`src/rtl/instr_fetch_unit_if.sv`:
```
// -----------------------------------------------------------------------------
// instr_fetch_unit_if
//   Groups the two handshakes of the fetch stage:
//     - instruction-memory request/response (imem_*)
//     - fetched-instruction valid/ready towards decode (instr*)
//   master : the fetch unit (drives imem_req/imem_addr and instr/instr_pc/instr_valid)
//   slave  : the environment (memory + decode) driving imem_ack/imem_rdata/instr_ready
//   ADDR_W must match the ADDR_W of the instr_fetch_unit it is bound to.
// -----------------------------------------------------------------------------
interface instr_fetch_unit_if #(
  parameter int ADDR_W = 64
) ();
  // instruction memory side
  logic              imem_req;
  logic [ADDR_W-1:0] imem_addr;
  logic              imem_ack;
  logic [31:0]       imem_rdata;

  // decode side
  logic [31:0]       instr;
  logic [ADDR_W-1:0] instr_pc;
  logic              instr_valid;
  logic              instr_ready;

  modport master (
    output imem_req, imem_addr,
    input  imem_ack, imem_rdata,
    output instr, instr_pc, instr_valid,
    input  instr_ready
  );

  modport slave (
    input  imem_req, imem_addr,
    output imem_ack, imem_rdata,
    input  instr, instr_pc, instr_valid,
    output instr_ready
  );
endinterface

```
`src/rtl/instr_fetch_unit.sv`:
```
// -----------------------------------------------------------------------------
// instr_fetch_unit
//   Fetch stage: holds the PC, keeps at most one request outstanding to a
//   variable-latency instruction memory and hands each fetched word to decode
//   over a valid/ready handshake. Branch redirects update the PC; a fetch that
//   is in flight when a redirect arrives is discarded on its ack.
//
// Ports
//   clk          clock, all state updates on the rising edge
//   rst_n        synchronous active-low reset
//   fetch_en     allow new requests to be issued
//   br_taken     one-cycle redirect pulse
//   br_target    redirect address (low two bits ignored)
//   fetch_count  saturating count of instructions accepted by decode
//   bus          master side of instr_fetch_unit_if (imem_* and instr*)
//
// All outputs are registered.
// -----------------------------------------------------------------------------
module instr_fetch_unit #(
  parameter int                ADDR_W   = 64,
  parameter logic [ADDR_W-1:0] RESET_PC = '0,
  parameter int                CNT_W    = 32
) (
  input  logic              clk,
  input  logic              rst_n,
  input  logic              fetch_en,
  input  logic              br_taken,
  input  logic [ADDR_W-1:0] br_target,
  output logic [CNT_W-1:0]  fetch_count,
  instr_fetch_unit_if.master bus
);

  localparam logic [1:0] ST_ISSUE = 2'd0;
  localparam logic [1:0] ST_WAIT  = 2'd1;
  localparam logic [1:0] ST_HOLD  = 2'd2;

  logic [1:0]        state;
  logic [ADDR_W-1:0] pc;
  // Set when a redirect lands while a request is in flight; the matching
  // ack then carries wrong-path data and is dropped.
  logic              drop;

  // Redirect targets are forced onto a 4-byte boundary.
  logic [ADDR_W-1:0] br_pc;
  assign br_pc = br_target & ~ADDR_W'(3);

  // NOTE: every register here is assigned with <= so all updates take effect
  // together at the edge; a blocking = would let later statements see the new
  // value within the same cycle.
  always_ff @(posedge clk) begin
    // NOTE: reset is sampled at the edge (synchronous), so rst_n is an ordinary
    // data input to these flops rather than an asynchronous set/clear.
    if (!rst_n) begin
      state           <= ST_ISSUE;
      pc              <= RESET_PC;
      drop            <= 1'b0;
      fetch_count     <= '0;
      bus.imem_req    <= 1'b0;
      bus.imem_addr   <= '0;
      bus.instr       <= '0;
      bus.instr_pc    <= '0;
      bus.instr_valid <= 1'b0;
    end else begin
      case (state)
        ST_ISSUE: begin
          // A redirect wins over issuing: the old pc is already wrong-path.
          if (br_taken) begin
            pc <= br_pc;
          end else if (fetch_en) begin
            bus.imem_req  <= 1'b1;
            bus.imem_addr <= pc;
            state         <= ST_WAIT;
          end
        end

        ST_WAIT: begin
          // The request is never retracted: imem_req/imem_addr hold until ack.
          if (bus.imem_ack) begin
            bus.imem_req <= 1'b0;
            if (drop || br_taken) begin
              drop  <= 1'b0;
              state <= ST_ISSUE;
              if (br_taken) pc <= br_pc;
            end else begin
              bus.instr       <= bus.imem_rdata;
              bus.instr_pc    <= bus.imem_addr;
              bus.instr_valid <= 1'b1;
              state           <= ST_HOLD;
            end
          end else if (br_taken) begin
            pc   <= br_pc;
            drop <= 1'b1;
          end
        end

        ST_HOLD: begin
          // A redirect discards the held instruction even if decode takes it
          // in the same cycle; it is not counted.
          if (br_taken) begin
            bus.instr_valid <= 1'b0;
            pc              <= br_pc;
            state           <= ST_ISSUE;
          end else if (bus.instr_ready) begin
            bus.instr_valid <= 1'b0;
            pc              <= pc + ADDR_W'(4);
            if (fetch_count != '1) fetch_count <= fetch_count + CNT_W'(1);
            state           <= ST_ISSUE;
          end
        end

        // NOTE: the default arm makes the case complete, so an unused state
        // encoding recovers to ISSUE instead of leaving the machine stuck.
        default: state <= ST_ISSUE;
      endcase
    end
  end

endmodule
```
`src/flat_wrapper.sv`:
```
// flat-port wrapper written by rule: the top's interface ports become plain ports
module instr_fetch_unit_flat 
#(
  parameter int                ADDR_W   = 64,
  parameter logic [ADDR_W-1:0] RESET_PC = '0,
  parameter int                CNT_W    = 32
)
  (clk, rst_n, fetch_en, br_taken, br_target, fetch_count, bus_imem_req, bus_imem_addr, bus_imem_ack, bus_imem_rdata, bus_instr, bus_instr_pc, bus_instr_valid, bus_instr_ready);
  instr_fetch_unit_if #(.ADDR_W(ADDR_W)) bus_i ();
  input  logic clk;
  input  logic rst_n;
  input  logic fetch_en;
  input  logic br_taken;
  input  logic [ADDR_W-1:0] br_target;
  output logic [CNT_W-1:0] fetch_count;
  output wire logic [$bits(bus_i.imem_req)-1:0] bus_imem_req;
  output wire logic [$bits(bus_i.imem_addr)-1:0] bus_imem_addr;
  input wire logic [$bits(bus_i.imem_ack)-1:0] bus_imem_ack;
  input wire logic [$bits(bus_i.imem_rdata)-1:0] bus_imem_rdata;
  output wire logic [$bits(bus_i.instr)-1:0] bus_instr;
  output wire logic [$bits(bus_i.instr_pc)-1:0] bus_instr_pc;
  output wire logic [$bits(bus_i.instr_valid)-1:0] bus_instr_valid;
  input wire logic [$bits(bus_i.instr_ready)-1:0] bus_instr_ready;
  assign bus_imem_req = bus_i.imem_req;
  assign bus_imem_addr = bus_i.imem_addr;
  assign bus_i.imem_ack = bus_imem_ack;
  assign bus_i.imem_rdata = bus_imem_rdata;
  assign bus_instr = bus_i.instr;
  assign bus_instr_pc = bus_i.instr_pc;
  assign bus_instr_valid = bus_i.instr_valid;
  assign bus_i.instr_ready = bus_instr_ready;
  instr_fetch_unit #(.ADDR_W(ADDR_W), .RESET_PC(RESET_PC), .CNT_W(CNT_W)) u_core (.clk(clk), .rst_n(rst_n), .fetch_en(fetch_en), .br_taken(br_taken), .br_target(br_target), .fetch_count(fetch_count), .bus(bus_i));
endmodule
```
`config.mk`:
```
export PLATFORM = sky130hd
export DESIGN_NAME = instr_fetch_unit_flat
export DESIGN_NICKNAME = d
export VERILOG_FILES = /design/src/rtl/instr_fetch_unit_if.sv /design/src/rtl/instr_fetch_unit.sv /design/src/flat_wrapper.sv
export SDC_FILE = /design/constraint.sdc
export NUM_CORES = 1
export LEC_CHECK = 0
export ABC_AREA = 1
export CAP_MARGIN = 10
export CELL_PAD_IN_SITES_DETAIL_PLACEMENT = 1
export CELL_PAD_IN_SITES_GLOBAL_PLACEMENT = 1
export CORE_ASPECT_RATIO = 0.7
export CORE_MARGIN = 2
export CORE_UTILIZATION = 39
export CTS_BUF_LIST = sky130_fd_sc_hd__clkbuf_4 sky130_fd_sc_hd__clkbuf_8
export CTS_CLUSTER_SIZE = 28
export DETAILED_ROUTE_END_ITERATION = 12
export PLACE_DENSITY = 0.94
export SKIP_CTS_REPAIR_TIMING = 1
export SLEW_MARGIN = 30
export SYNTH_ARGS = -nofsm -noshare
export SYNTH_HDL_FRONTEND = slang
export SYNTH_SLANG_ARGS = --single-unit
```
`constraint.sdc`:
```
create_clock -name clk -period 4.2 [get_ports clk]
set_clock_uncertainty 0.05 [all_clocks]
set_input_delay 0.42 -clock clk [delete_from_list [all_inputs] [get_ports clk]]
set_output_delay 0.42 -clock clk [all_outputs]
set_load 0.01 [all_outputs]
```
==> flow_metrics.tcl, run 1 <==
set metrics [dict create \
    syn_avg_cell_area_um2 6.53 \
    portBuffers 289 \
    clock_latency_ns 0.58 \
    syn_inst 1901 \
    status "completed" \
    synth_seq_cells 255 \
    start_kind "flop" \
    max-cap-violations 0 \
    critPathKind "flop to flop" \
    ys_seq_area_share_pct 41.1 \
    finalHoldViolCount 0 \
    drt_iter0_drc 1267 \
    drive_gt1_share_pct 5.37 \
    worstMarginPinSlew_ns 0.913 \
    vdd.ir_drop.worst_mv 0.190 \
    fin_util_pct 52.4 \
    r2r_setup_slack_ns 1.46 \
    tns_ns 0 \
    vias_per_cell 5.48 \
    core_um2 31300 \
    final_common_cell "nand2_1" \
    nets 2258 \
    cp_data_required_time_ns 4.57 \
    cts_tree "yes" \
    die_x_um 217 \
    initial_utilization_pct 39.7 \
    rsz0062_at_grt "false" \
    placed_cell_area_um2 15600 \
    netlist_area_um2 12400 \
    area_delta_synth_final_pct 32.1 \
    path_max_fanout 35 \
    row_count 54 \
    min_period_ns 2.74 \
    drt_pass1_iterations 5 \
    grt_pass1_wl_mm 84.1 \
    gp_congestion 0.950 \
    grt_start_max_net_pins 96 \
    clk_pin_slew_ns 0.07 \
    routedWlPerCell_um 21.6 \
    dp_hpwl_mm 42.2 \
    clock_path_buffers 3 \
    final_cell_mix "nand2_1 (451), nor2_1 (398), clkdlybuf4s50_1 (288)" \
    cts_made_buffers 42 \
    regArea_um2 5100 \
    grt_pass1_vias 14169 \
    grt_overflow 0 \
    antenna_found_initial 3 \
    yosysWarningCount 0 \
    critPathCaptureType "flop" \
    fmax_mhz 365 \
    post-route-worst-setup-slack_ns 1.46 \
    yosysUniqueCellTypes 34 \
    vias 14271 \
    n_fill_cell 4108 \
    die-area_um2 33300 \
    slew_headroom_pct 39.1 \
    finalWirelength_mm 56.3 \
    leakagePower_nw 6.01 \
    finalCritPeriodShare_pct 65.3 \
    cp_data_arrival_time_ns 3.11 \
    final_area_um2 16400 \
    multi_input_area_um2 6440 \
    power_density_nw_per_um2 338 \
    setup_viol 0 \
    cts.sink_count 255 \
    hold_class "input port to flop" \
    pin_count 296 \
    grt_usage_pct 32.7 \
    preCtsSetupSlack_ns 1.18 \
    drc_errors 0 \
    cts_root_buf "clkbuf_8" \
    die_h_um 153 \
    maxSlewViolCount 0 \
    antenna_left 0 \
    finalHoldWorstSlack_ns 0.206 \
    htreeDepth 2 \
]
[routing by layer]
layer,share of wire (%),vias up,global-route usage (%)
met5,0,-,0
met4,2.7,0,9.88
met3,9.6,95,8.58
met2,43,561,50.1
met1,45,6981,44.9
li1,-,6634,-
[report_power, final]
part	switching, W	internal (W)	total, W
Sequential	0.000131	0.00252	0.00265
Combinational	0.000368	0.000301	0.000669
Clock	0.00107	0.00115	0.00222
Total	0.00157	0.00398	0.00555
[layout make-up]
| class | instances | area share, % |
|---|---|---|
| multi-input cells | 1427 | 39.3 |
| flip-flops and latches | 255 | 31.1 |
| repair buffers | 303 | 18.6 |
| clock buffers | 62 | 4.59 |
| well taps | 420 | 3.20 |
| inverters | 125 | 2.87 |
| clock inverters | 7 | 0.336 |
| diodes | 3 | 0.0458 |
[Yosys cell counts]
library cell | instances | area [um2]
o22ai_1 | 1 | 6.26
nor2_1 | 398 | 1490
nor3_2 | 3 | 30.0
o21ai_0 | 208 | 1040
o31ai_1 | 2 | 15.0
a211oi_1 | 1 | 7.51
a221oi_2 | 5 | 75.1
nand4_1 | 17 | 106
nand2_2 | 3 | 18.8
a31oi_1 | 2 | 12.5
o21bai_1 | 3 | 22.5
nor3_1 | 18 | 90.1
conb_1 | 1 | 3.75
buf_1 | 2 | 7.51
nor2_4 | 3 | 33.8
clkbuf_1 | 66 | 248
buf_4 | 7 | 52.6
nor2_2 | 7 | 43.8
buf_2 | 22 | 110
inv_2 | 6 | 22.5
o21a_1 | 27 | 203
xnor2_1 | 11 | 96.3
a21oi_1 | 141 | 706
ha_1 | 2 | 25.0
inv_1 | 119 | 447
nand2_1 | 451 | 1690
nand3_1 | 77 | 385
dfxtp_1 | 255 | 5100
or2_2 | 2 | 12.5
xor2_1 | 22 | 193
o211ai_1 | 2 | 15.0
o21ai_1 | 13 | 65.1
nand3_2 | 2 | 20.0
nand3b_1 | 2 | 15.0
[sequential cells by signal (all words and copies together) (netlist names)]
| signal | flops |
|---|---|
| u_core.state | 2 |
| u_core.bus.imem_addr | 62 |
| u_core.bus.instr_pc | 62 |
| u_core.bus.instr | 32 |
| u_core.bus.imem_req | 1 |
| u_core.bus.instr_valid | 1 |
| u_core.pc | 62 |
| u_core.fetch_count | 32 |
| u_core.drop | 1 |
[cell families (layout without fill, tap and decap cells)]
logic type	after synthesis	in the layout	share of synthesized area, %
and+or+nand+nor	983	983	31.7
AOI/OAI and AO/OA	405	405	17.5
DFF	255	255	41.1
buffers and inverters	222	497	7.14
xor gates and xnor gates	33	33	2.33
adders and majority gates	2	2	0.201
other	1	7	0.0302
[path summary, 6_finish.rpt]
check | end | from | cells after the start
worst max-delay path | u_core.fetch_count[12] | u_core.fetch_count[0] | 11
worst min-delay path | u_core.fetch_count[10] | rst_n | 3
worst max register to register | u_core.fetch_count[12] | u_core.fetch_count[0] | 11
worst min register to register | u_core.bus.instr_pc[7] | u_core.bus.instr_pc[7] | 2
[stage by stage]
step / cells / total power, W
floorplan: 1904 / 0.00295
global route: 2602 / 0.00573
CTS: 2599 / 0.00556
detailed placement: 2530 / 0.00335
finish: 2602 / 0.00555
global placement: 2529 / 0.00331
[critical path: stages (launching register included)]
cell and delay, ns:
dfxtp_1 0.43, ha_1 0.30, nand2_1 0.10, nor2_2 0.19, nand2_1 0.14, nor2_2 0.20
nand2_1 0.14, nand3_2 0.08, buf_4 0.35, inv_2 0.33, nand2_1 0.16, a21oi_1 0.09
Note: power is estimated with default switching activity, not from simulation.
==> inputs of run 2 (changes only) <==
- CORE_UTILIZATION: 39 -> 36
- PLACE_DENSITY: 0.94 -> 0.88
- clock period: 4.2 -> 2.6 ns (I/O delays scaled with it)
==> flow_metrics.tcl, run 2 (same netlist as run 1, synthesis figures left out) <==
set metrics [dict create \
    pin_count 296 \
    vdd.ir_drop.worst_mv 0.311 \
    cts.sink_count 255 \
    antenna_left 0 \
    max-cap-violations 0 \
    worstMarginPinSlew_ns 0.576 \
    min_period_ns 2.36 \
    tns_ns 0 \
    portBuffers 289 \
    finalHoldWorstSlack_ns 0.0585 \
    vias_per_cell 5.32 \
    die_h_um 159 \
    worstHoldEndpoint "u_core.drop" \
    drc_errors 0 \
    final_common_cell "nand2_1" \
    finalWirelength_mm 53.8 \
    area_delta_synth_final_pct 34.4 \
    power_density_nw_per_um2 563 \
    critPathKind "flop to flop" \
    clk_pin_slew_ns 0.07 \
    routedWlPerCell_um 20.3 \
    rr_worst_depth 10 \
    cp_data_required_time_ns 3.03 \
    clock_path_buffers 3 \
    slew_headroom_pct 61.5 \
    reg2reg_to "u_core.pc[42]" \
    pwr-share-seq_pct 45.5 \
    hold_depth 3 \
    leakagePower_nw 6.14 \
    grt_overflow 0 \
    rsz0062_at_grt "false" \
    critPathCaptureType "flop" \
    vias 14142 \
    reg_top3 "u_core.bus.imem_addr: 62 flops, u_core.bus.instr_pc: 62 flops, u_core.pc: 62 flops" \
    switching_power_w 0.00259 \
    gp_congestion 1.01 \
    r2r_start "u_core.pc[2]" \
    start_kind "flop" \
    min_from "rst_n" \
    maxSlewViolCount 0 \
    combinationalPowerShare_pct 11.4 \
    drt_iter0_drc 1303 \
    stdcell_count 2658 \
    cp_data_arrival_time_ns 2.79 \
    initial_utilization_pct 36.9 \
    dpl.cell_count 2583 \
    nets 2268 \
    die-area_um2 36000 \
    antenna_found_initial 3 \
    finalCritPeriodShare_pct 90.9 \
    power_frac_clock_pct 43.1 \
    grt_pass1_wl_mm 81.6 \
    hold_class "input port to flop" \
    finalHoldViolCount 0 \
    p_int_w 0.00680 \
    grt_start_max_net_pins 130 \
    drt_pass1_iterations 6 \
    dp_hpwl_mm 40.4 \
    fmax_mhz 423 \
    cts_made_buffers 43 \
    setup_viol 0 \
    path_max_fanout 7 \
    p_sw_share_pct 27.6 \
    htreeDepth 2 \
    drive_gt1_share_pct 5.97 \
    cts_tree "yes" \
    r2r_setup_slack_ns 0.24 \
    core_um2 33700 \
    grt_usage_pct 29.1 \
    status "completed" \
    die_x_um 226 \
    grt_pass1_vias 13943 \
    row_count 56 \
    clock_latency_ns 0.61 \
    final_cell_mix "nand2_1 (451), nor2_1 (398), clkdlybuf4s50_1 (288)" \
    cts_root_buf "clkbuf_8" \
]
==> run 2: cell types whose count changed in the layout (fill, tap and decap cells not counted), sizes merged <==
cell and change:
buf +9, bufinv +2, clkbuf +2, clkinv -1, clkinvlp -1, diode -2
inv +3
==> run 2: power by group through the flow <==
| stage | Clock, W | Combinational [W] | Sequential (W) |
|---|---|---|---|
| floorplan | 0 | 0.000451 | 0.00432 |
| global placement | 0 | 0.00102 | 0.00434 |
| detailed placement | 0 | 0.00105 | 0.00435 |
| CTS | 0.00412 | 0.00107 | 0.00427 |
| global route | 0.00429 | 0.00116 | 0.00429 |
| finish | 0.00405 | 0.00107 | 0.00428 |
==> run 2: layer usage <==
metal,part of all wire [%],track usage [%],wire length (um),vias up
li1,-,-,-,6642
met1,47,42.1,25200,6875
met2,42,43.1,22600,538
met3,9.2,7.01,4930,85
met4,2.0,7.66,1090,2
met5,0.022,0,12,-
==> run 2: cell type report <==
| cell class | count | area (um2) |
|---|---|---|
| flip-flops and latches | 255 | 5100 |
| well taps | 464 | 581 |
| multi-input cells | 1427 | 6440 |
| diodes | 1 | 2.50 |
| clock buffers | 64 | 818 |
| repair buffers | 312 | 3150 |
| fillers | 4332 | 17000 |
| clock inverters | 10 | 124 |
| inverters | 125 | 469 |
==> run 2: critical path, stage by stage (launching register included) <==
cell     delay [ns]
dfxtp_1        0.44
ha_1           0.25
nand2_1        0.11
nor2_2         0.29
nand2_2        0.17
nor2_2         0.45
nand2_1        0.09
o21ai_0        0.16
nand2_1        0.07
nand2_1        0.07
a21oi_1        0.07
==> run 2: worst max path at each step <==
stage	from	to	slack [ns]	cells after the start
5_1_grt	u_core.pc[2]	u_core.pc[62]	0.11	10
2_1_floorplan	u_core.fetch_count[1]	u_core.fetch_count[8]	0.82	11
6_report	u_core.pc[2]	u_core.pc[42]	0.24	10
3_3_place_gp	br_taken	u_core.pc[12]	0.35	8
3_5_place_dp	br_taken	u_core.pc[12]	0.31	8
4_1_cts	u_core.fetch_count[0]	u_core.fetch_count[10]	0.32	11
==> run 2: stage by stage <==
stage / utilization, % / worst slack [ns] / total power [W] / instance area (um2)
after floorplan: - / 0.823 / 0.00477 / 12400
after global routing: 49.5 / 0.114 / 0.00975 / 16700
final: 49.5 / 0.237 / 0.00939 / 16700
after global placement: 46.7 / 0.350 / 0.00536 / 15800
after detailed placement: 46.7 / 0.312 / 0.00540 / 15800
after CTS: 49.5 / 0.319 / 0.00945 / 16700
